[config.mk]
export PLATFORM = sky130hd
export DESIGN_NAME = uart_tx_buffer
export DESIGN_NICKNAME = d
export VERILOG_FILES = /design/src/rtl/uart_tx_buffer_pkg.sv /design/src/rtl/uart_tx_buffer_sync_fifo.sv /design/src/rtl/uart_tx_buffer.sv
export SDC_FILE = /design/constraint.sdc
export NUM_CORES = 1
export LEC_CHECK = 0
export BUFFER_PORTS_ARGS = -buffer_cell sky130_fd_sc_hd__buf_2
export CAP_MARGIN = 20
export CELL_PAD_IN_SITES_DETAIL_PLACEMENT = 1
export CELL_PAD_IN_SITES_GLOBAL_PLACEMENT = 1
export CORE_MARGIN = 1
export CORE_UTILIZATION = 45
export DETAILED_ROUTE_END_ITERATION = 8
export GPL_ROUTABILITY_DRIVEN = 0
export PLACE_DENSITY_LB_ADDON = 0.1
export SETUP_SLACK_MARGIN = 0.05
export SYNTH_ARGS = -nofsm -noshare
export SYNTH_HDL_FRONTEND = slang
export SYNTH_SLANG_ARGS = --single-unit
[constraint.sdc]
create_clock -name sysclk -period 3.9 [get_ports sysclk]
set_clock_uncertainty 0.05 [all_clocks]
set_input_delay 0.585 -clock sysclk [delete_from_list [all_inputs] [get_ports sysclk]]
set_output_delay 0.585 -clock sysclk [all_outputs]
set_load 0.005 [all_outputs]
[src/rtl/uart_tx_buffer_pkg.sv]
// Shared definitions for the buffered UART transmitter: bus addresses,
// data width and the serializer state encoding.
package uart_tx_buffer_pkg;

  localparam int DATA_W = 8;

  localparam logic [31:0] UART_ADDR        = 32'h1000_0000;
  localparam logic [31:0] UART_STATUS_ADDR = 32'h1000_0004;

  typedef enum logic [1:0] {
    ST_IDLE  = 2'd0,
    ST_START = 2'd1,
    ST_DATA  = 2'd2,
    ST_STOP  = 2'd3
  } tx_state_e;

endpackage

[src/rtl/uart_tx_buffer_sync_fifo.sv]
// Synchronous byte FIFO with registered occupancy count; a push into a full
// FIFO and a pop from an empty one are ignored.
module uart_tx_buffer_sync_fifo
  import uart_tx_buffer_pkg::*;
#(
  parameter int DEPTH = 16,
  localparam int PTR_W = $clog2(DEPTH),
  localparam int CNT_W = PTR_W + 1
)(
  input  logic              clk_i,
  input  logic              rst_i,
  input  logic              push_i,
  input  logic [DATA_W-1:0] data_i,
  input  logic              pop_i,
  output logic [DATA_W-1:0] data_o,
  output logic              full_o,
  output logic              empty_o,
  output logic [CNT_W-1:0]  count_o
);

  localparam logic [CNT_W-1:0] FULL_CNT = CNT_W'(DEPTH);

  logic [DATA_W-1:0] mem_q [DEPTH];
  logic [PTR_W-1:0]  wr_ptr_q;
  logic [PTR_W-1:0]  rd_ptr_q;
  logic [CNT_W-1:0]  count_q;
  logic [CNT_W-1:0]  count_d;
  logic              push_ok_s;
  logic              pop_ok_s;

  assign full_o    = (count_q == FULL_CNT);
  assign empty_o   = (count_q == '0);
  assign count_o   = count_q;
  assign data_o    = mem_q[rd_ptr_q];
  assign push_ok_s = push_i && !full_o;
  assign pop_ok_s  = pop_i && !empty_o;

  always_comb begin
    count_d = count_q;
    case ({push_ok_s, pop_ok_s})
      2'b10:   count_d = count_q + CNT_W'(1);
      2'b01:   count_d = count_q - CNT_W'(1);
      default: count_d = count_q;
    endcase
  end

  always_ff @(posedge clk_i) begin
    if (push_ok_s) begin
      mem_q[wr_ptr_q] <= data_i;
    end
  end

  // Pointers wrap naturally because DEPTH is a power of two.
  always_ff @(posedge clk_i) begin
    if (rst_i) begin
      wr_ptr_q <= '0;
      rd_ptr_q <= '0;
      count_q  <= '0;
    end else begin
      if (push_ok_s) wr_ptr_q <= wr_ptr_q + PTR_W'(1);
      if (pop_ok_s)  rd_ptr_q <= rd_ptr_q + PTR_W'(1);
      count_q <= count_d;
    end
  end

endmodule

[src/rtl/uart_tx_buffer.sv]
// Buffered 8N1 UART transmitter: CPU byte stores are queued and serialized
// LSB first, with sticky overflow when a store hits a full queue.
module uart_tx_buffer
  import uart_tx_buffer_pkg::*;
#(
  parameter int DEPTH        = 16,
  parameter int CLKS_PER_BIT = 868
)(
  input  logic                   sysclk,
  input  logic                   cpu_reset,
  input  logic                   wr_en,
  input  logic [7:0]             wr_data,
  input  logic                   ovf_clr,
  output logic                   uart_tx,
  output logic                   busy,
  output logic                   fifo_full,
  output logic                   fifo_empty,
  output logic [$clog2(DEPTH):0] fifo_count,
  output logic                   overflow
);

  localparam int BAUD_W = $clog2(CLKS_PER_BIT);
  localparam logic [BAUD_W-1:0] BAUD_MAX = BAUD_W'(CLKS_PER_BIT - 1);

  tx_state_e         state_q;
  logic [BAUD_W-1:0] baud_q;
  logic [2:0]        bit_idx_q;
  logic [7:0]        shift_q;
  logic              tx_q;
  logic              ovf_q;
  logic [7:0]        head_s;
  logic              pop_s;
  logic              bit_done_s;
  logic              drop_s;

  assign bit_done_s = (baud_q == BAUD_MAX);
  assign drop_s     = wr_en && fifo_full;
  // Pop on leaving IDLE, or at the end of STOP to chain frames without a gap.
  assign pop_s      = !fifo_empty &&
                      ((state_q == ST_IDLE) || ((state_q == ST_STOP) && bit_done_s));

  uart_tx_buffer_sync_fifo #(.DEPTH(DEPTH)) u_fifo (
    .clk_i   (sysclk),
    .rst_i   (cpu_reset),
    .push_i  (wr_en),
    .data_i  (wr_data),
    .pop_i   (pop_s),
    .data_o  (head_s),
    .full_o  (fifo_full),
    .empty_o (fifo_empty),
    .count_o (fifo_count)
  );

  always_ff @(posedge sysclk) begin
    if (cpu_reset) begin
      state_q   <= ST_IDLE;
      baud_q    <= '0;
      bit_idx_q <= 3'd0;
      shift_q   <= 8'd0;
      tx_q      <= 1'b1;
    end else begin
      baud_q <= ((state_q == ST_IDLE) || bit_done_s) ? '0 : baud_q + BAUD_W'(1);
      case (state_q)
        ST_IDLE: begin
          if (!fifo_empty) begin
            shift_q <= head_s;
            state_q <= ST_START;
            tx_q    <= 1'b0;
          end
        end
        ST_START: begin
          if (bit_done_s) begin
            state_q   <= ST_DATA;
            bit_idx_q <= 3'd0;
            tx_q      <= shift_q[0];
          end
        end
        ST_DATA: begin
          if (bit_done_s) begin
            if (bit_idx_q == 3'd7) begin
              state_q <= ST_STOP;
              tx_q    <= 1'b1;
            end else begin
              bit_idx_q <= bit_idx_q + 3'd1;
              shift_q   <= {1'b0, shift_q[7:1]};
              tx_q      <= shift_q[1];
            end
          end
        end
        ST_STOP: begin
          if (bit_done_s) begin
            if (!fifo_empty) begin
              shift_q <= head_s;
              state_q <= ST_START;
              tx_q    <= 1'b0;
            end else begin
              state_q <= ST_IDLE;
              tx_q    <= 1'b1;
            end
          end
        end
        default: begin
          state_q <= ST_IDLE;
          tx_q    <= 1'b1;
        end
      endcase
    end
  end

  // A dropped push outranks a clear in the same cycle.
  always_ff @(posedge sysclk) begin
    if (cpu_reset)    ovf_q <= 1'b0;
    else if (drop_s)  ovf_q <= 1'b1;
    else if (ovf_clr) ovf_q <= 1'b0;
    else              ovf_q <= ovf_q;
  end

  assign uart_tx  = tx_q;
  assign busy     = (state_q != ST_IDLE);
  assign overflow = ovf_q;

endmodule

==> impl_metrics.ini <==
[status]
run_status = finished clean

[power_and_ir_drop]
p_leak_uw = 0.002656
max-vdd-ir-drop_uv = 427.9
pwr-share-comb_pct = 25.8
p_sw_uw = 1550
switching_share_pct = 30.45
p_int_uw = 3541
power_density_nw_per_um2 = 645.5
pwr-share-seq_pct = 43.0
clock_power_share_pct = 31.2

[floorplanning]
start_util_pct = 46.23
dieArea_um2 = 16180
ios = 22
die_h_um = 127.2
rows = 45
coreArea_um2 = 15260
die_w_um = 127.2

[setup_path]
worstPathMaxFanout = 8
worstRegToRegCells = 12
crit_chain = ha_1, nor3b_1, a41oi_1, nor2_1, ha_1, xor2_1, ha_1, o21a_1, o21ai_0, nand2b_1, a211oi_1, mux2_1
worst-path-buf-inv = 0
critPathLaunch = baud_q[0]
critPathSlowestCell = ha_1
cp_top_family = adder cells
setup.worst_path.start_class = flop
ff2ff_setup_slack_ns = 0.47
arrival_ns = 3.69
path_class = flop to flop
cp_common_cell = ha_1
crit_required_ns = 4.16
cp-end-kind = flop
cpPeakStageDelay_ns = 0.43
rr_startpoint = baud_q[0]
r2r_end = u_fifo.count_o[4]

[clock_tree]
clock_latency_ns = 0.42
cts_buffers = 17
cts_hold_buf = 0
post_cts_buffers = 0
htreeDepth = 4
cts_resized = 0
path_clk_slew_ns = 0.06
ctsLongestPathBuffers = 2
cts.sinks = 170
cts_tree = yes
root_buffer = clkbuf_16

[yosys]
postSynthCellCount = 456
synth.largest_area_cell = edfxtp_1
synth_seq_cells = 170
ys.flop_type = edfxtp_1
synth_top_area_share_pct = 54.49
avgSynthCellArea_um2 = 15.47
syn-cell-area_um2 = 7054
yosys_warnings = 0
synthArstFlopShare_pct = 0
synth-edff-count = 128
synth_nets = 485
synth.distinct_cells = 50
synth.area.top_cells = edfxtp_1 (54%), dfxtp_1 (12%), mux4_2 (9.6%)
ys_seq_area_share_pct = 66.41

[worst_hold_path]
whs_endpoint = overflow
worstHoldPathCells = 3
hp-start = wr_en
hp-class = primary input to flop

[sta]
hold_viol_final = 0
timing.final.crit_share_pct = 87.95
max_freq_ghz = 0.2915
tns_ns = 0
setup_viol = 0
relSlewSlack_pct = 39.38
timing.hold.ws_ns = 0.3582
rsz0062_at_grt = false
final-max-slew-violation-count = 0
worst_slew_pin_slew_ns = 0.9060
period_needed_ns = 3.430

[final_layout]
final_cell_mix = edfxtp_1 (128), nor2_1 (52), dfxtp_1 (41), mux4_2 (30), buf_2 (21)
nets = 509
mostFrequentLayoutCell = edfxtp_1
nFillCells = 1461
diodes = 0
layout-drive-gt1-share_pct = 19.68
area_growth_pct = 11.79

[global_route]
gr-usage-met2_pct = 34.16
antenna_found_initial = 0
grt_max_degree = 34
grt_overflow_total = 0
gr-usage-met1_pct = 24.75
grtUsageMet3_pct = 4.941
gr-usage-all-layers_pct = 19.73
grt-busiest-layer = met2
grt_pass1_wl_mm = 23.20
grt_pass1_vias = 4092

[drt]
routed_wl_mm = 14.42
via_per_inst = 5.335
dr.first_iter.drc_count = 255
ant_nets = 0
first_pass_iters = 4
wire_per_inst_um = 20.48
remaining_drc_errors = 0
vias = 3756

[placed_design]
dp_hpwl_mm = 9.566
port_buffers = 21

[job]
maxCapViolations = 0
==> state kept, by name, indices dropped and copies added (netlist names), named ones only <==
register,flops
overflow,1
u_fifo.mem_q,128
u_fifo.rd_ptr_q,4
bit_idx_q,3
shift_q,8
uart_tx,1
state_q,2
u_fifo.wr_ptr_q,4
baud_q,10
u_fifo.count_o,5
==> Yosys cell counts (6+ instances only) <==
master	instances
o21ai_0	7
edfxtp_1	128
xnor2_1	6
xor2_1	13
nand2_1	12
nor3_1	12
a21oi_1	12
ha_1	17
mux2i_1	14
nand3_1	8
clkbuf_1	9
nor2_1	52
a22oi_1	13
dfxtp_1	42
buf_2	7
mux4_2	30
inv_1	8
==> worst reg2reg max path, delay by kind of cell, from the launching register on <==
| kind | cells | cell delay [ns] |
|---|---|---|
| compound gates | 4 | 0.84 |
| xor+xnor | 1 | 0.13 |
| fa+ha+maj | 3 | 0.91 |
| flops | 1 | 0.34 |
| mux | 1 | 0.34 |
| simple gates | 3 | 0.70 |
==> metrics by stage <==
step	power [uW]	area [um2]	utilization (%)	cells	setup slack, ns
6_report	5091	7886	51.69	704	0.4698
5_1_grt	5370	7886	51.69	704	0.2492
4_1_cts	5161	7886	51.69	704	0.4452
3_5_place_dp	3561	7336	48.08	672	0.4613
3_3_place_gp	3513	7336	48.08	672	0.5902
2_1_floorplan	3234	7054	-	456	0.8455
==> cell families (layout without fill, tap and decap cells) <==
group	after synthesis	count (layout)	synth area share, %
fa+ha+maj	17	17	3.015
compound gates	57	57	5.853
mux	46	46	11.88
simple gates	114	114	7.893
flops	170	170	66.41
xor+xnor	19	19	2.359
buf+inv	33	70	2.589
==> power by group through the flow <==
stage	logic (uW)	registers, uW	clock network [uW]
3_5_place_dp	1330	2230	0
3_3_place_gp	1290	2220	0
2_1_floorplan	1060	2170	0
5_1_grt	1470	2210	1690
6_report	1310	2190	1590
4_1_cts	1340	2190	1630
==> layout make-up <==
cell class | count | area, um2 | share of cell area, %
repair buffers | 29 | 165.2 | 2.094
flip-flops and latches | 170 | 4686 | 59.42
well taps | 211 | 264.0 | 3.348
multi-input cells | 253 | 2187 | 27.73
clock buffers | 19 | 432.9 | 5.489
inverters | 9 | 33.78 | 0.4284
clock inverters | 13 | 117.6 | 1.491
==> layer usage <==
layer	up-vias	part of all wire, %
met1	1921	45
li1	1785	-
met5	-	0
met3	7	2.5
met4	0	0.57
met2	43	52
==> how the worst max path moves through the flow <==
stage | end | depth (start not counted) | slack, ns
after detailed placement | u_fifo.count_o[4] | 12 | 0.46
after global routing | u_fifo.count_o[4] | 12 | 0.25
after floorplan | u_fifo.count_o[4] | 14 | 0.85
after CTS | u_fifo.count_o[4] | 12 | 0.45
final | u_fifo.count_o[4] | 12 | 0.47
after global placement | u_fifo.count_o[4] | 12 | 0.59
(Power assumes the default switching activity.)
